### src/rtl/clk_div_ratio_ctrl.sv
// Config stage for the programmable clock divider: takes ratio/enable requests and
// applies them only on a divided-clock period boundary, then holds busy for a settle window.
module clk_div_ratio_ctrl #(
    parameter int WIDTH      = 8,
    parameter int RST_RATIO  = 1,
    parameter int SETTLE_CYC = 2
) (
    input  logic             I_ref_clk,
    input  logic             I_rst,
    input  logic             I_cfg_valid,
    input  logic [WIDTH-1:0] I_cfg_ratio,
    input  logic             I_cfg_en,
    output logic [WIDTH-1:0] O_div_ratio,
    output logic             O_clk_en,
    output logic             O_busy,
    output logic             O_cfg_ack,
    output logic             O_cfg_ovr
);

    localparam int SCW = (SETTLE_CYC > 1) ? $clog2(SETTLE_CYC) : 1;

    typedef enum logic [1:0] {IDLE, PEND, SETTLE} state_t;

    state_t           state_q;
    logic [WIDTH-1:0] ratio_q, pend_ratio_q, cnt_q, last_d;
    logic             en_q, pend_en_q, busy_q, ack_q, ovr_q;
    logic [SCW-1:0]   scnt_q;
    logic             active_d, boundary_d;

    // last_d is forced to 0 for ratio<=1 so ratio-1 never wraps.
    always_comb begin
        active_d   = en_q && (ratio_q > WIDTH'(1));
        last_d     = (ratio_q > WIDTH'(1)) ? ratio_q - WIDTH'(1) : '0;
        boundary_d = active_d && (cnt_q == last_d);
    end

    always_ff @(posedge I_ref_clk or posedge I_rst) begin
        if (I_rst) begin
            state_q      <= IDLE;
            ratio_q      <= WIDTH'(RST_RATIO);
            en_q         <= 1'b0;
            busy_q       <= 1'b0;
            ack_q        <= 1'b0;
            ovr_q        <= 1'b0;
            pend_ratio_q <= '0;
            pend_en_q    <= 1'b0;
            cnt_q        <= '0;
            scnt_q       <= '0;
        end else begin
            ack_q <= 1'b0;
            ovr_q <= 1'b0;

            if (!active_d || boundary_d)
                cnt_q <= '0;
            else
                cnt_q <= cnt_q + WIDTH'(1);

            case (state_q)
                IDLE: begin
                    if (I_cfg_valid) begin
                        pend_ratio_q <= I_cfg_ratio;
                        pend_en_q    <= I_cfg_en;
                        busy_q       <= 1'b1;
                        state_q      <= PEND;
                    end
                end
                PEND: begin
                    if (I_cfg_valid)
                        ovr_q <= 1'b1;
                    // In bypass there is no period to protect, so load at once.
                    if (!active_d || boundary_d) begin
                        ratio_q <= pend_ratio_q;
                        en_q    <= pend_en_q;
                        cnt_q   <= '0;
                        ack_q   <= 1'b1;
                        scnt_q  <= '0;
                        state_q <= SETTLE;
                    end
                end
                SETTLE: begin
                    if (I_cfg_valid)
                        ovr_q <= 1'b1;
                    if (scnt_q == SCW'(SETTLE_CYC - 1)) begin
                        busy_q  <= 1'b0;
                        state_q <= IDLE;
                    end else begin
                        scnt_q <= scnt_q + SCW'(1);
                    end
                end
                default: begin
                    busy_q  <= 1'b0;
                    state_q <= IDLE;
                end
            endcase
        end
    end

    assign O_div_ratio = ratio_q;
    assign O_clk_en    = en_q;
    assign O_busy      = busy_q;
    assign O_cfg_ack   = ack_q;
    assign O_cfg_ovr   = ovr_q;

endmodule

### config.mk
export PLATFORM = sky130hd
export DESIGN_NAME = clk_div_ratio_ctrl
export DESIGN_NICKNAME = d
export VERILOG_FILES = /design/src/rtl/clk_div_ratio_ctrl.sv
export SDC_FILE = /design/constraint.sdc
export NUM_CORES = 1
export LEC_CHECK = 0
export CAP_MARGIN = 5
export CORE_AREA = 2 2 63 65
export DETAILED_ROUTE_END_ITERATION = 8
export DIE_AREA = 0 0 65 67
export GPL_TIMING_DRIVEN = 0
export HOLD_SLACK_MARGIN = 0.06
export PLACE_DENSITY = 0.73
export SLEW_MARGIN = 20
export SYNTH_ARGS = -nofsm -noshare
export SYNTH_HDL_FRONTEND = slang
export SYNTH_SLANG_ARGS = --single-unit
### constraint.sdc
create_clock -name I_ref_clk -period 2.88 [get_ports I_ref_clk]
set_input_delay 0.432 -clock I_ref_clk [delete_from_list [all_inputs] [get_ports I_ref_clk]]
set_output_delay 0.432 -clock I_ref_clk [all_outputs]
set_load 0.05 [all_outputs]
After elaboration in Yosys (flattened, before gate mapping)
Cells that the tools add are included.
Word-level totals
  flip-flop bits (word level): 32
  bits in latches: 0
  RAM bits: 0
  ROM bits: 0
  bits of input ports: 12
  output and inout port bits: 12
  word-level logic and storage cells: 51
  memories: 0
Cells by class
  $add $sub $neg: 3
  $mul: 0
  divide/modulo/power cells: 0
  magnitude comparators: 1
  equal/unequal tests: 6
  shift operators: 0
  multiplexer cells: 18
  bitwise logic cells: 1
  reduce and logical (&&, ||, !) cells: 12
Operators by type and width (number)
  $mux 8: 4
  $add 8x1->8 const B: 1
  $eq 8x8->1: 1
  $gt 8x1->1 const B: 1
  $mux 1: 8
  $sub 8x1->8 const B: 1
  $mux 2: 3
  $ne 2x2->1 const B: 3
  $pmux 2 s3: 1
  $reduce_and 2->1: 3
  $reduce_and 3->1: 2
  $pmux 1 s3: 1
  $eq 2x1->1 const B: 1
  $eq 2x2->1 const B: 1
  $logic_and 1x1->1: 2
  $logic_not 2->1: 1
  $pmux 1 s2: 1
  $reduce_bool 2->1: 1
  $reduce_or 2->1: 1
  $add 1x1->1 const B: 1
  $logic_not 1->1: 1
  $logic_or 1x1->1: 1
  $not 1->1: 1

Depth between registers and ports, before layout
  word-level depth: 8
  gate-level depth with buffers: 10
  gate-level depth less buffers: 9

Worst setup path before layout
OpenSTA, ideal clock, no wires.
  kind: register to register
  from: reg ratio_q[0] (netlist: O_div_ratio[0])
  to: reg ratio_q[1] (netlist: O_div_ratio[1])
  setup time: 0.125 ns
  data arrival time: 2.889 ns
  data required time: 2.755 ns
  path slack: -0.134 ns
  cell stages (with the launch flop): 11
  buffers on the path: 1
  clock period less this slack: 3.014 ns
  cell sequence: dfstp_2 inv_1 ha_1 or2_2 and3_2 o21ai_0 nand4_2 nor4_4 o21a_1 buf_6 mux2_4
Between the ends
  longest elaborated chain between the ends: 6
  elaborated cells between the ends (all ways): 9
  classes of those cells: 1 x add/sub; 1 x order compare; 1 x eq/ne; 1 x mux; 5 x reduce/logical
RTL lines
  start: declaration: line 25  | logic [WIDTH-1:0] ratio_q, pend_ratio_q, cnt_q, last_d;
  start signal: assignment: line 40  | ratio_q <= WIDTH'(RST_RATIO);
  start signal: assignment: line 72  | ratio_q <= pend_ratio_q;
  $sub 8x1->8 / $gt 8x1->1 (equally long branches): line 33, 32
  $mux 8: line 33  | last_d = (ratio_q > WIDTH'(1)) ? ratio_q - WIDTH'(1) : '0;
  $eq 8x8->1: line 34  | boundary_d = active_d && (cnt_q == last_d);
  $logic_and 1x1->1: line 34
  $logic_or 1x1->1 (*): line 71  | if (!active_d || boundary_d) begin
  $reduce_and 2->1 (no line) (*)
Mark *: on every way between the ends. The rest lies on a longest branch, timed or not.
A chain may end at the register's enable or synchronous reset.

Final worst setup path
  from: reg ratio_q[0] (netlist: O_div_ratio[0])
  to: reg ratio_q[3] (netlist: O_div_ratio[3])
The elaborated chain is that of the path after synthesis.

==> impl_summary.md <==
Timing
Derived from the worst setup path, the maximum achievable clock frequency is 356 MHz. The worst clock skew is 0.0116 ns. At the pin with the least slew margin, the transition time is 0.660 ns. The number of pins with negative max-slew slack in the final report was 0. The setup violation total in the final timing report is 0.

The clock period could shrink to 2.81 ns. The headroom to the max-slew limit is 56.0%. The fraction of the cycle the final worst path needs is 97.5%. Adding up every negative setup slack in the final design gives 0 ns.

The tightest hold margin is 0.505 ns. Setup repair after global routing could not meet its margin everywhere. Setup slack on the critical path of the routed design comes to 0.0727 ns.

The number of hold violations in the final report came to 0.

Finish
In the final layout, the share of cells above drive strength 1 is 26.3%. The final non-filler cell area is 2200 um2. In the final layout, flip-flops and latches occupy 807 um2. The multi-input combinational cell area is 931 um2.

The net count of the finished layout is 211. The number of fill cells in the layout is 298. The repair_antennas step left the layout with diodes totalling 0. Leaving out fill and tap cells, the most frequent cell in the layout is sky130_fd_sc_hd__dfrtp_1. The relative area change from synthesis to final layout is 26.5%. The top cell types in the final layout, fill and taps aside, are sky130_fd_sc_hd__dfrtp_1 (30), sky130_fd_sc_hd__clkdlybuf4s50_1 (23), sky130_fd_sc_hd__nor2_1 (13).

Yosys
Of all flip-flops after synthesis, the portion carrying an async set or reset was 100%. In the synthesized netlist the dominant register cell turns out to be sky130_fd_sc_hd__dfrtp_1. The count of mapped cells out of synthesis is 159. The number of synthesis warnings is 0. The total of flip-flops plus latches after synthesis is 32. The leading area contributor after synthesis is sky130_fd_sc_hd__dfrtp_1. The cell area after technology mapping is 1740 um2. When the netlist entered floorplanning its net count stood at 177.

The proportion of synthesized chip area in sequential cells is 46.0%. Counting distinct cell types in the post-synthesis netlist gives 46. In this run the mean area of a mapped cell was 11.0 um2. The number of synthesized flops with an enable pin is 0. Yosys attributes the largest share of cell area to sky130_fd_sc_hd__dfrtp_1 (45%), sky130_fd_sc_hd__mux2_2 (7.1%), sky130_fd_sc_hd__ha_1 (4.3%). After synthesis, the largest area contributor takes up 44.5% of total cell area.

Detailed routing
Using the TritonRoute via totals, the vias-per-cell ratio works out to 5.42. Dividing the detail-routed wire length by the instance count gives 14.7 um. The wire length after detailed routing is 3.55 mm. The first detailed-routing pass took 4 iterations. The count of nets left with antenna violations once routing finished came out at 0.

The total via count after detailed routing is 1311. The first routing iteration left 61 violations. For this run, design rule violations remaining after detail routing come to 0.

Die
The die height is 67 um. The width of the die is 65 um. The number of ports placed on the die boundary is 24. The floorplan row count is 22. The core box area is 3610 um2. The initial core utilization is 48.3%. The area of the die is 4360 um2.

Clock network
The number of clock sinks is 32. For this design, the CTS-stage hold fixing added 0 buffers. The maximum clock path buffer count is 2. The root buffer selected by CTS is sky130_fd_sc_hd__clkbuf_8. The H-tree was split into 2 levels. The clock transition at the register clock pins on the worst setup and hold paths after CTS is 0.07 ns. The insertion delay of the later-clocked pin in the worst-skew pair is 0.29 ns. In this run, CTS created clock tree buffers numbering 5. The clock tree from TritonCTS is done.

Placed design
The placed standard-cell area is 2040 um2. Buffers placed on the I/O ports in this run total 23. OpenSTA, run right after detailed placement, puts the worst setup slack at -0.100 ns. Once detailed placement completed, the half-perimeter wirelength came to 2.57 mm. The placer congestion estimate is 0.780.

GRT
The via count of the first global-routing pass is 1298. Global routing used 19.0% of the available tracks across all layers. The initial antenna violation count is 0. The largest net degree at the start of global routing is 33. The aggregate global routing overflow is 0. The first global-routing pass estimated 6.11 mm of wire.

Power
The internal power contribution is 0.00123 W. The power density over cell area is 954 nW/um2. The net switching power is 0.000869 W. The leakage dissipation is 0.935 nW.

Summing internal, switching and leakage power gives 0.00210 W. Combinational cells account for 45.5% of the total power. The proportion of power drawn by flip-flops and latches is 38.7%.

The relative contribution of the clock network to total power is 15.8%. The worst-case IR drop observed on VDD is 446 uV. The net switching fraction of the power is 41.3%.

Status
The flow ran to the end, and the final reports show no timing, DRC or antenna violations.

Critical path
The highest net fanout along the worst path is 7. The setup path with the least slack is of type flip-flop to flip-flop. The internal reg-to-reg setup slack is 0.07 ns. The kind of launch point of the worst setup path is a flip-flop. The data required time at the worst endpoint is 3.05 ns. The data arrival time of the critical path is 2.97 ns.

The timing startpoint of the critical path is O_div_ratio[0]. The worst setup path is captured at a flip-flop. The reg-to-reg critical path startpoint is O_div_ratio[0].

Min path
The worst hold path begins at pend_ratio_q[0]. The path class of the tightest hold or removal check is flip-flop to flip-flop.

Job
Max-cap violations in this run came to 0.
[worst paths after layout]
kind                                   end  cells past startpoint
setup reg to reg            O_div_ratio[3]                     11
max in group asynchronous   O_div_ratio[1]                      2
setup / recovery            O_div_ratio[3]                     11
min in group asynchronous  pend_ratio_q[3]                      2
hold / removal              O_div_ratio[0]                      1
hold reg to reg             O_div_ratio[0]                      1
[per-layer routing]
metal / GRT usage (%) / wire length, um
met5: 0 / 0
met4: 9.84 / 79
met3: 5.07 / 158
met2: 29.9 / 1710
met1: 24.0 / 1610
[sequential cells by signal, indices dropped and copies added, names as in the netlist]
name	cells
O_div_ratio	8
cnt_q	8
pend_ratio_q	8
state_q	2
O_busy	1
O_cfg_ack	1
O_cfg_ovr	1
O_clk_en	1
pend_en_q	1
scnt_q	1
[per-stage QoR]
stage,cells,utilization (%)
after global placement,230,56.7
after CTS,240,59.6
final,242,61.1
after floorplan,159,-
after detailed placement,230,56.7
after global routing,242,61.1
[area by class of cell]
cell class | count | share of cell area (%)
Buffer | 3 | 0.852
Sequential cell | 32 | 36.6
Inverter | 10 | 1.70
Tap cell | 48 | 2.73
Clock inverter | 1 | 0.227
Clock buffer | 7 | 3.46
Multi-Input combinational cell | 113 | 42.2
Timing Repair Buffer | 28 | 12.2
[power by group through the flow]
stage / combinational (W) / clock [W] / sequential, W
after global placement: 0.000863 / 0 / 0.000803
after floorplan: 0.000576 / 0 / 0.000895
after global routing: 0.00105 / 0.000359 / 0.000841
after CTS: 0.000917 / 0.000340 / 0.000809
final: 0.000956 / 0.000333 / 0.000812
after detailed placement: 0.000897 / 0 / 0.000816
[Yosys cell counts (2+ instances only)]
| cell type | instances |
|---|---|
| sky130_fd_sc_hd__nor2_1 | 13 |
| sky130_fd_sc_hd__nand2_1 | 7 |
| sky130_fd_sc_hd__clkbuf_1 | 2 |
| sky130_fd_sc_hd__o211ai_1 | 2 |
| sky130_fd_sc_hd__o21a_1 | 2 |
| sky130_fd_sc_hd__and2_1 | 5 |
| sky130_fd_sc_hd__inv_1 | 10 |
| sky130_fd_sc_hd__nand3_1 | 7 |
| sky130_fd_sc_hd__a2bb2oi_1 | 2 |
| sky130_fd_sc_hd__o22ai_1 | 2 |
| sky130_fd_sc_hd__nor3_1 | 3 |
| sky130_fd_sc_hd__mux2_4 | 2 |
| sky130_fd_sc_hd__ha_1 | 6 |
| sky130_fd_sc_hd__o21ai_0 | 5 |
| sky130_fd_sc_hd__or2_2 | 3 |
| sky130_fd_sc_hd__xnor2_1 | 4 |
| sky130_fd_sc_hd__and3_1 | 4 |
| sky130_fd_sc_hd__a221o_2 | 4 |
| sky130_fd_sc_hd__a21oi_1 | 2 |
| sky130_fd_sc_hd__xor2_1 | 7 |
| sky130_fd_sc_hd__dfrtp_1 | 31 |
| sky130_fd_sc_hd__mux2_2 | 11 |
| sky130_fd_sc_hd__mux2i_1 | 2 |
[what timing repair did]
item                                    CTS  global route
pin swaps                                 3             3
gates resized for setup                   4             7
buffers inserted                          2             3
endpoints found under the setup margin    8            20
hold endpoints to repair                  0             0
[logic make-up (layout without fill, tap and decap cells)]
kind of cell	Yosys count	after routing	synth area share, %
xor gates and xnor gates	12	12	6.47
buffers and inverters	14	49	3.52
and+or+nand+nor	52	52	17.4
DFF	32	32	46.0
adders and majority gates	6	6	4.31
muxes	15	15	9.99
AOI/OAI and AO/OA	28	28	12.3
[worst max-delay path: stages, from the launching register on]
cell and delay [ns]:
sky130_fd_sc_hd__dfstp_4 0.66, sky130_fd_sc_hd__inv_1 0.05, sky130_fd_sc_hd__ha_2 0.21, sky130_fd_sc_hd__or2_2 0.34
sky130_fd_sc_hd__a21oi_2 0.14, sky130_fd_sc_hd__a21oi_1 0.09, sky130_fd_sc_hd__o32ai_2 0.26, sky130_fd_sc_hd__buf_4 0.17
sky130_fd_sc_hd__nor4_4 0.05, sky130_fd_sc_hd__o21a_1 0.19, sky130_fd_sc_hd__buf_6 0.13, sky130_fd_sc_hd__a221o_2 0.37
Note: power is estimated with default switching activity, not from simulation.
